File: config.mk
export PLATFORM = sky130hd
export DESIGN_NAME = uart_rx_cfg
export DESIGN_NICKNAME = d
export VERILOG_FILES = /design/src/rtl/uart_rx_pkg.sv /design/src/rtl/uart_os_tick.sv /design/src/rtl/uart_rx_cfg.sv
export SDC_FILE = /design/constraint.sdc
export NUM_CORES = 1
export LEC_CHECK = 0
export CAP_MARGIN = 10
export CORE_MARGIN = 2
export CORE_UTILIZATION = 60
export DETAILED_ROUTE_END_ITERATION = 16
export GPL_TIMING_DRIVEN = 0
export MAX_ROUTING_LAYER = met4
export PLACE_DENSITY = 0.88
export SKIP_CTS_REPAIR_TIMING = 1
export SLEW_MARGIN = 20
export SYNTH_ARGS = -nofsm -noshare
export SYNTH_HDL_FRONTEND = slang
export SYNTH_SLANG_ARGS = --single-unit
File: constraint.sdc
create_clock -name CLK -period 4.2 [get_ports CLK]
set_input_delay 1.05 -clock CLK [delete_from_list [all_inputs] [get_ports CLK]]
set_output_delay 1.05 -clock CLK [all_outputs]
set_load 0.01 [all_outputs]
File: src/rtl/uart_rx_pkg.sv
// Shared types and helpers for the configurable UART receiver.
package uart_rx_pkg;

  localparam int unsigned PAR_NONE = 0;
  localparam int unsigned PAR_EVEN = 1;
  localparam int unsigned PAR_ODD  = 2;

  typedef enum logic [2:0] {
    StIdle   = 3'd0,
    StStart  = 3'd1,
    StData   = 3'd2,
    StParity = 3'd3,
    StStop   = 3'd4,
    StBreak  = 3'd5
  } rx_state_e;

  // 2-of-3 vote used to reject single-sample glitches.
  function automatic logic majority3(input logic a, input logic b, input logic c);
    return (a & b) | (a & c) | (b & c);
  endfunction

endpackage

File: src/rtl/uart_os_tick.sv
// Oversample tick generator: one-CLK pulse every DIV cycles, clearable for phase alignment.
module uart_os_tick #(
  parameter int unsigned DIV   = 651,
  parameter int unsigned DIV_W = 16
) (
  input  logic CLK,
  input  logic RST,
  input  logic CLR,
  output logic TICK
);

  localparam logic [DIV_W-1:0] Last = DIV_W'(DIV - 1);

  logic [DIV_W-1:0] cnt_q, cnt_d;

  assign TICK = (cnt_q == Last);

  // Wrap at DIV-1; CLR restarts the period so ticks line up with the start edge.
  always_comb begin
    cnt_d = cnt_q + DIV_W'(1);
    if (CLR || TICK) cnt_d = '0;
  end

  // Counter register.
  always_ff @(posedge CLK or posedge RST) begin
    if (RST) cnt_q <= '0;
    else     cnt_q <= cnt_d;
  end

endmodule

File: src/rtl/uart_rx_cfg.sv
// Configurable RS-232 receiver: synchroniser, oversampled bit FSM, shift register and
// held output register with read-acknowledge handshake.
module uart_rx_cfg
  import uart_rx_pkg::*;
#(
  parameter int unsigned DATA_BITS = 8,
  parameter int unsigned PARITY    = 0,
  parameter int unsigned STOP_BITS = 1,
  parameter int unsigned OSR       = 16,
  parameter int unsigned DIV       = 651,
  parameter int unsigned DIV_W     = 16
) (
  input  logic                 CLK,
  input  logic                 RST,
  input  logic                 Rx,
  input  logic                 ACK,
  output logic [DATA_BITS-1:0] D,
  output logic                 DV,
  output logic                 PERR,
  output logic                 FERR,
  output logic                 OVR,
  output logic                 BRK,
  output logic                 BUSY
);

  localparam int unsigned SW = $clog2(OSR);
  localparam logic [SW-1:0] SMid0    = SW'(OSR / 2 - 1);
  localparam logic [SW-1:0] SMid1    = SW'(OSR / 2);
  localparam logic [SW-1:0] SDec     = SW'(OSR / 2 + 1);
  localparam logic [SW-1:0] SLast    = SW'(OSR - 1);
  localparam logic [3:0]    LastData = 4'(DATA_BITS - 1);
  localparam logic [3:0]    LastStop = 4'(STOP_BITS - 1);

  logic rx_meta_q, rx_s_q, rx_prev_q;
  rx_state_e state_q, state_d;
  logic [SW-1:0] s_q, s_d;
  logic [3:0] bit_q, bit_d;
  logic [1:0] smp_q, smp_d;
  logic [DATA_BITS-1:0] shreg_q, shreg_d;
  logic zero_q, zero_d, perr_f_q, perr_f_d, ferr_f_q, ferr_f_d, brk_f_q, brk_f_d;
  logic done_q, done_d;
  logic [DATA_BITS-1:0] d_q, d_d;
  logic dv_q, dv_d, perr_q, perr_d, ferr_q, ferr_d, ovr_q, ovr_d, brk_q, brk_d;

  logic tick, start_edge, maj, dec, bit_end, brk_now;

  assign start_edge = (state_q == StIdle) && rx_prev_q && !rx_s_q;
  assign maj        = majority3(smp_q[0], smp_q[1], rx_s_q);
  assign dec        = tick && (s_q == SDec);
  assign bit_end    = tick && (s_q == SLast);
  // With two stop bits the break verdict was already taken at the first one.
  assign brk_now    = (bit_q == 4'd0) ? (~maj & zero_q) : brk_f_q;

  uart_os_tick #(
    .DIV   (DIV),
    .DIV_W (DIV_W)
  ) u_tick (
    .CLK  (CLK),
    .RST  (RST),
    .CLR  (start_edge),
    .TICK (tick)
  );

  // Two-flop synchroniser plus previous-value flop for the falling-edge detect.
  always_ff @(posedge CLK or posedge RST) begin
    if (RST) begin
      rx_meta_q <= 1'b1;
      rx_s_q    <= 1'b1;
      rx_prev_q <= 1'b1;
    end else begin
      rx_meta_q <= Rx;
      rx_s_q    <= rx_meta_q;
      rx_prev_q <= rx_s_q;
    end
  end

  // Frame FSM next-state, sub-bit counter, sampling and shift logic.
  always_comb begin
    state_d  = state_q;
    s_d      = s_q;
    bit_d    = bit_q;
    smp_d    = smp_q;
    shreg_d  = shreg_q;
    zero_d   = zero_q;
    perr_f_d = perr_f_q;
    ferr_f_d = ferr_f_q;
    brk_f_d  = brk_f_q;
    done_d   = 1'b0;

    if ((state_q inside {StStart, StData, StParity, StStop}) && tick) begin
      s_d = (s_q == SLast) ? '0 : s_q + SW'(1);
      if (s_q == SMid0) smp_d[0] = rx_s_q;
      if (s_q == SMid1) smp_d[1] = rx_s_q;
    end

    unique case (state_q)
      StIdle: begin
        if (start_edge) begin
          state_d  = StStart;
          s_d      = '0;
          bit_d    = '0;
          zero_d   = 1'b1;
          perr_f_d = 1'b0;
          ferr_f_d = 1'b0;
          brk_f_d  = 1'b0;
        end
      end
      StStart: begin
        if (dec && maj)   state_d = StIdle;
        else if (bit_end) state_d = StData;
      end
      StData: begin
        if (dec) begin
          shreg_d = {maj, shreg_q[DATA_BITS-1:1]};
          if (maj) zero_d = 1'b0;
        end
        if (bit_end) begin
          if (bit_q == LastData) begin
            bit_d   = '0;
            state_d = (PARITY != PAR_NONE) ? StParity : StStop;
          end else begin
            bit_d = bit_q + 4'd1;
          end
        end
      end
      StParity: begin
        if (dec) begin
          perr_f_d = (^shreg_q) ^ maj ^ (PARITY == PAR_ODD);
          if (maj) zero_d = 1'b0;
        end
        if (bit_end) state_d = StStop;
      end
      StStop: begin
        if (bit_end) bit_d = bit_q + 4'd1;
        if (dec) begin
          if (bit_q == 4'd0) begin
            ferr_f_d = ~maj;
            brk_f_d  = ~maj & zero_q;
          end
          if (bit_q == LastStop) begin
            done_d  = 1'b1;
            s_d     = '0;
            state_d = brk_now ? StBreak : StIdle;
          end
        end
      end
      StBreak: begin
        // Need OSR consecutive high ticks before re-arming.
        if (tick) begin
          if (!rx_s_q) begin
            s_d = '0;
          end else if (s_q == SLast) begin
            s_d     = '0;
            state_d = StIdle;
          end else begin
            s_d = s_q + SW'(1);
          end
        end
      end
      default: state_d = StIdle;
    endcase
  end

  // Output register and handshake; a load always wins over ACK.
  always_comb begin
    d_d    = d_q;
    dv_d   = dv_q;
    perr_d = perr_q;
    ferr_d = ferr_q;
    ovr_d  = ovr_q;
    brk_d  = brk_q;
    if (done_q) begin
      d_d    = shreg_q;
      perr_d = perr_f_q;
      ferr_d = ferr_f_q;
      brk_d  = brk_f_q;
      dv_d   = 1'b1;
      ovr_d  = ACK ? 1'b0 : (dv_q | ovr_q);
    end else if (ACK && dv_q) begin
      dv_d  = 1'b0;
      ovr_d = 1'b0;
    end
  end

  // State registers.
  always_ff @(posedge CLK or posedge RST) begin
    if (RST) begin
      state_q  <= StIdle;
      s_q      <= '0;
      bit_q    <= '0;
      smp_q    <= '0;
      shreg_q  <= '0;
      zero_q   <= 1'b0;
      perr_f_q <= 1'b0;
      ferr_f_q <= 1'b0;
      brk_f_q  <= 1'b0;
      done_q   <= 1'b0;
      d_q      <= '0;
      dv_q     <= 1'b0;
      perr_q   <= 1'b0;
      ferr_q   <= 1'b0;
      ovr_q    <= 1'b0;
      brk_q    <= 1'b0;
    end else begin
      state_q  <= state_d;
      s_q      <= s_d;
      bit_q    <= bit_d;
      smp_q    <= smp_d;
      shreg_q  <= shreg_d;
      zero_q   <= zero_d;
      perr_f_q <= perr_f_d;
      ferr_f_q <= ferr_f_d;
      brk_f_q  <= brk_f_d;
      done_q   <= done_d;
      d_q      <= d_d;
      dv_q     <= dv_d;
      perr_q   <= perr_d;
      ferr_q   <= ferr_d;
      ovr_q    <= ovr_d;
      brk_q    <= brk_d;
    end
  end

  assign D    = d_q;
  assign DV   = dv_q;
  assign PERR = perr_q;
  assign FERR = ferr_q;
  assign OVR  = ovr_q;
  assign BRK  = brk_q;
  assign BUSY = (state_q != StIdle);

endmodule

==> flow_summary.ini <==
[floorplan]
pin_count = 18
rows = 25
start_util_pct = 62.5
die_area_um2 = 5530
die_h_um = 74.4
core-area_um2 = 4750
dieWidth_um = 74.4

[critical_path]
cp_max_fo = 10
r2r_slack_ns = 1.79
r2r-start = u_tick.cnt_q[4]$_DFF_PP0_
crit_path_end_kind = output pin
r2r_end = smp_q[1]$_DFFE_PP0P_
cp.required_ns = 3.15
crit_type = reg -> out
reg2reg_depth = 5
crit_arrival_ns = 2.12
critPathLaunchType = flip-flop

[global_route]
overflow = 0
track_usage_pct = 24.7
grt_pass1_wl_mm = 9.85
antenna_found_initial = 0
grt_pass1_vias = 2141
grt_max_degree = 59

[min_path]
hold_depth = 0
hold_path.class = reg -> reg
hold_path_end = rx_s_q$_DFF_PP1_
hold_start = rx_meta_q$_DFF_PP1_

[logic_synthesis]
syn_area_per_cell_um2 = 10.7
yosysSeqAreaShare_pct = 48.9
yosysWarningCount = 0
synth_xor_area_share_pct = 6.78
post_synth_fa_ha_maj_area_fraction_pct = 3.28
synth.distinct_cells = 48
syn_inst = 277
synthFlopType = dfrtp_1
synth_top_family_by_area = simple AND/OR/NAND/NOR gates
synth_edf_count = 0
ys_seq_elements = 58
netlist_area_um2 = 2970
synth_mux_area_share_pct = 10.3
synthesis.nets = 288
yosys.area_share.simple_pct = 19.3
synth_compound_area_share_pct = 8.46
synthArstFlopShare_pct = 100

[run_status]
outcome = finished clean

[placement]
place_hpwl_mm = 3.93
placed_area_um2 = 3230
port_buffers = 17
placedCellCount = 361
place_worst_setup_slack_ns = 1.42
gp_congestion = 0.946

[timing]
max_freq_mhz = 316
tightestPinTransition_ns = 0.709
max_slew_margin_pct = 52.8
final_max_slew_viol_count = 0
finClkSkew_ns = 0.0103
post-route-period-util_pct = 75.4
setup_viol = 0
setup_tns_ns = 0
rsz0062_at_grt = no
setup_slack_ns = 1.03
fin_crit_ns = 3.17
hold_violations = 0

[finish]
layoutNonFillerInstCount = 377
fin_area_um2 = 3430
layout-drive-gt1-share_pct = 16.8
final_nets = 316
num-fill-cells = 334
areaGrowthSynthToFinish_pct = 15.5
diodes = 0

[clock_tree]
clkSinkCount = 58
clk_latency_ns = 0.34
cts.htree.levels = 3
cts_made_buffers = 9
cts_buffer_depth = 2
clk_pin_slew_worst_paths_ns = 0.07
tritoncts = done
root_buffer = clkbuf_8

[power]
power.density_nw_per_um2 = 369
p_total_mw = 1.27
p_leak_nw = 1.52
irDropWorstVdd_mv = 0.432

[drt]
viasPerCell = 5.85
drt_wl_total_mm = 5.92
first_pass_iters = 4
postRouteAntennaNets = 0
drc = 0
vias = 2205
drtIter0Drc = 256
wl_per_cell_um = 15.7

[job]
max_cap_viol_count = 0
==> logic make-up (layout without fill, tap and decap cells) <==
group	count (synthesis)	count (layout)
mux	28	28
flops	58	58
fa+ha+maj	8	8
buf+inv	22	55
simple gates	97	97
xor+xnor	23	23
compound gates	41	41
==> synth_stat cells (all sizes together), types with 4 or more instances <==
library cell	n	share of area (%)
mux2	21	8.0
o22ai	4	0.84
xor2	11	3.2
a31oi	7	1.5
a21oi	8	1.3
ha	7	2.9
nor2b	4	0.84
nand3	11	1.9
clkbuf	9	1.1
nand2b	5	1.1
mux2i	7	2.4
dfrtp	55	46
xnor2	12	3.5
nand4	7	1.5
nand2	15	1.9
inv	11	1.4
nor2	25	3.4
o21ai	13	2.2
==> layer usage <==
metal	global-route usage, %	part of all wire [%]	vias up
li1	-	-	1044
met1	30.1	42	1095
met2	38.2	52	53
met3	7.18	3.8	13
met4	11.1	2.4	0
met5	-	0	-
==> power breakdown <==
group          internal (mW)  total, mW  leakage, nW  switching, mW
Clock                  0.289      0.518       0.0945          0.228
Combinational         0.0451      0.116        0.649         0.0707
Sequential             0.595      0.635        0.772         0.0399
==> flip-flops by register name, indices dropped and copies added, names as in the netlist, 2 cells and up <==
name,flops
shreg_q,8
smp_q,2
bit_q,4
state_q,3
u_tick.cnt_q,16
s_q,4
D,8
==> stage by stage <==
step / utilization, % / hold WS, ns
after detailed placement: 67.9 / 0.352
after global routing: 72.2 / 0.360
after floorplan: - / 0.345
after global placement: 67.9 / 0.354
final: 72.2 / 0.354
after CTS: 72.2 / 0.356
==> critical path, cell delays in order (launching register included) <==
cell and delay (ns):
dfrtp_1 0.33, clkbuf_1 0.38, clkbuf_1 0.37, or3_1 0.17, clkdlybuf4s50_1 0.52
==> final cells by class <==
class	count	area [um2]	area share (%)
Tap cell	67	83.8	2.44
Timing Repair Buffer	17	170	4.96
Sequential cell	58	1460	42.4
Buffer	11	46.3	1.35
Clock inverter	6	66.3	1.93
Clock buffer	10	138	4.01
Multi-Input combinational cell	197	1430	41.7
Inverter	11	43.8	1.28
==> how the worst max path moves through the flow <==
| stage | from | endpoint | slack (ns) |
|---|---|---|---|
| 2_1_floorplan | RST | BRK$_DFFE_PP0P_ | 1.73 |
| 3_3_place_gp | RST | state_q[0]$_DFFE_PP0P_ | 0.78 |
| 3_5_place_dp | state_q[2]$_DFFE_PP0P_ | BUSY | 1.42 |
| 4_1_cts | state_q[2]$_DFFE_PP0P_ | BUSY | 1.04 |
| 5_1_grt | state_q[2]$_DFFE_PP0P_ | BUSY | 0.92 |
| 6_report | state_q[2]$_DFFE_PP0P_ | BUSY | 1.03 |
==> placed cells by master (no fill, tap or decap), types with 3 or more instances in the layout <==
cell	netlist	layout
ha_1	7	7
clkinvlp_4	0	3
nor2b_1	4	4
nor3b_1	3	3
nand2_1	15	15
nand3b_1	3	3
xnor2_1	12	12
nor2_1	24	24
dfstp_2	3	3
mux2_2	20	20
inv_1	11	10
clkbuf_1	9	9
o21ai_0	13	13
o22ai_1	4	4
clkdlybuf4s50_1	0	17
nand4_1	7	7
a31oi_1	7	7
a21oi_1	8	8
mux2i_1	7	7
or3_1	3	3
nand3_1	11	11
nand2b_1	5	5
and3_1	3	3
xor2_1	11	11
clkbuf_8	0	10
dfrtp_1	55	55
Note: power is estimated with default switching activity, not from simulation.
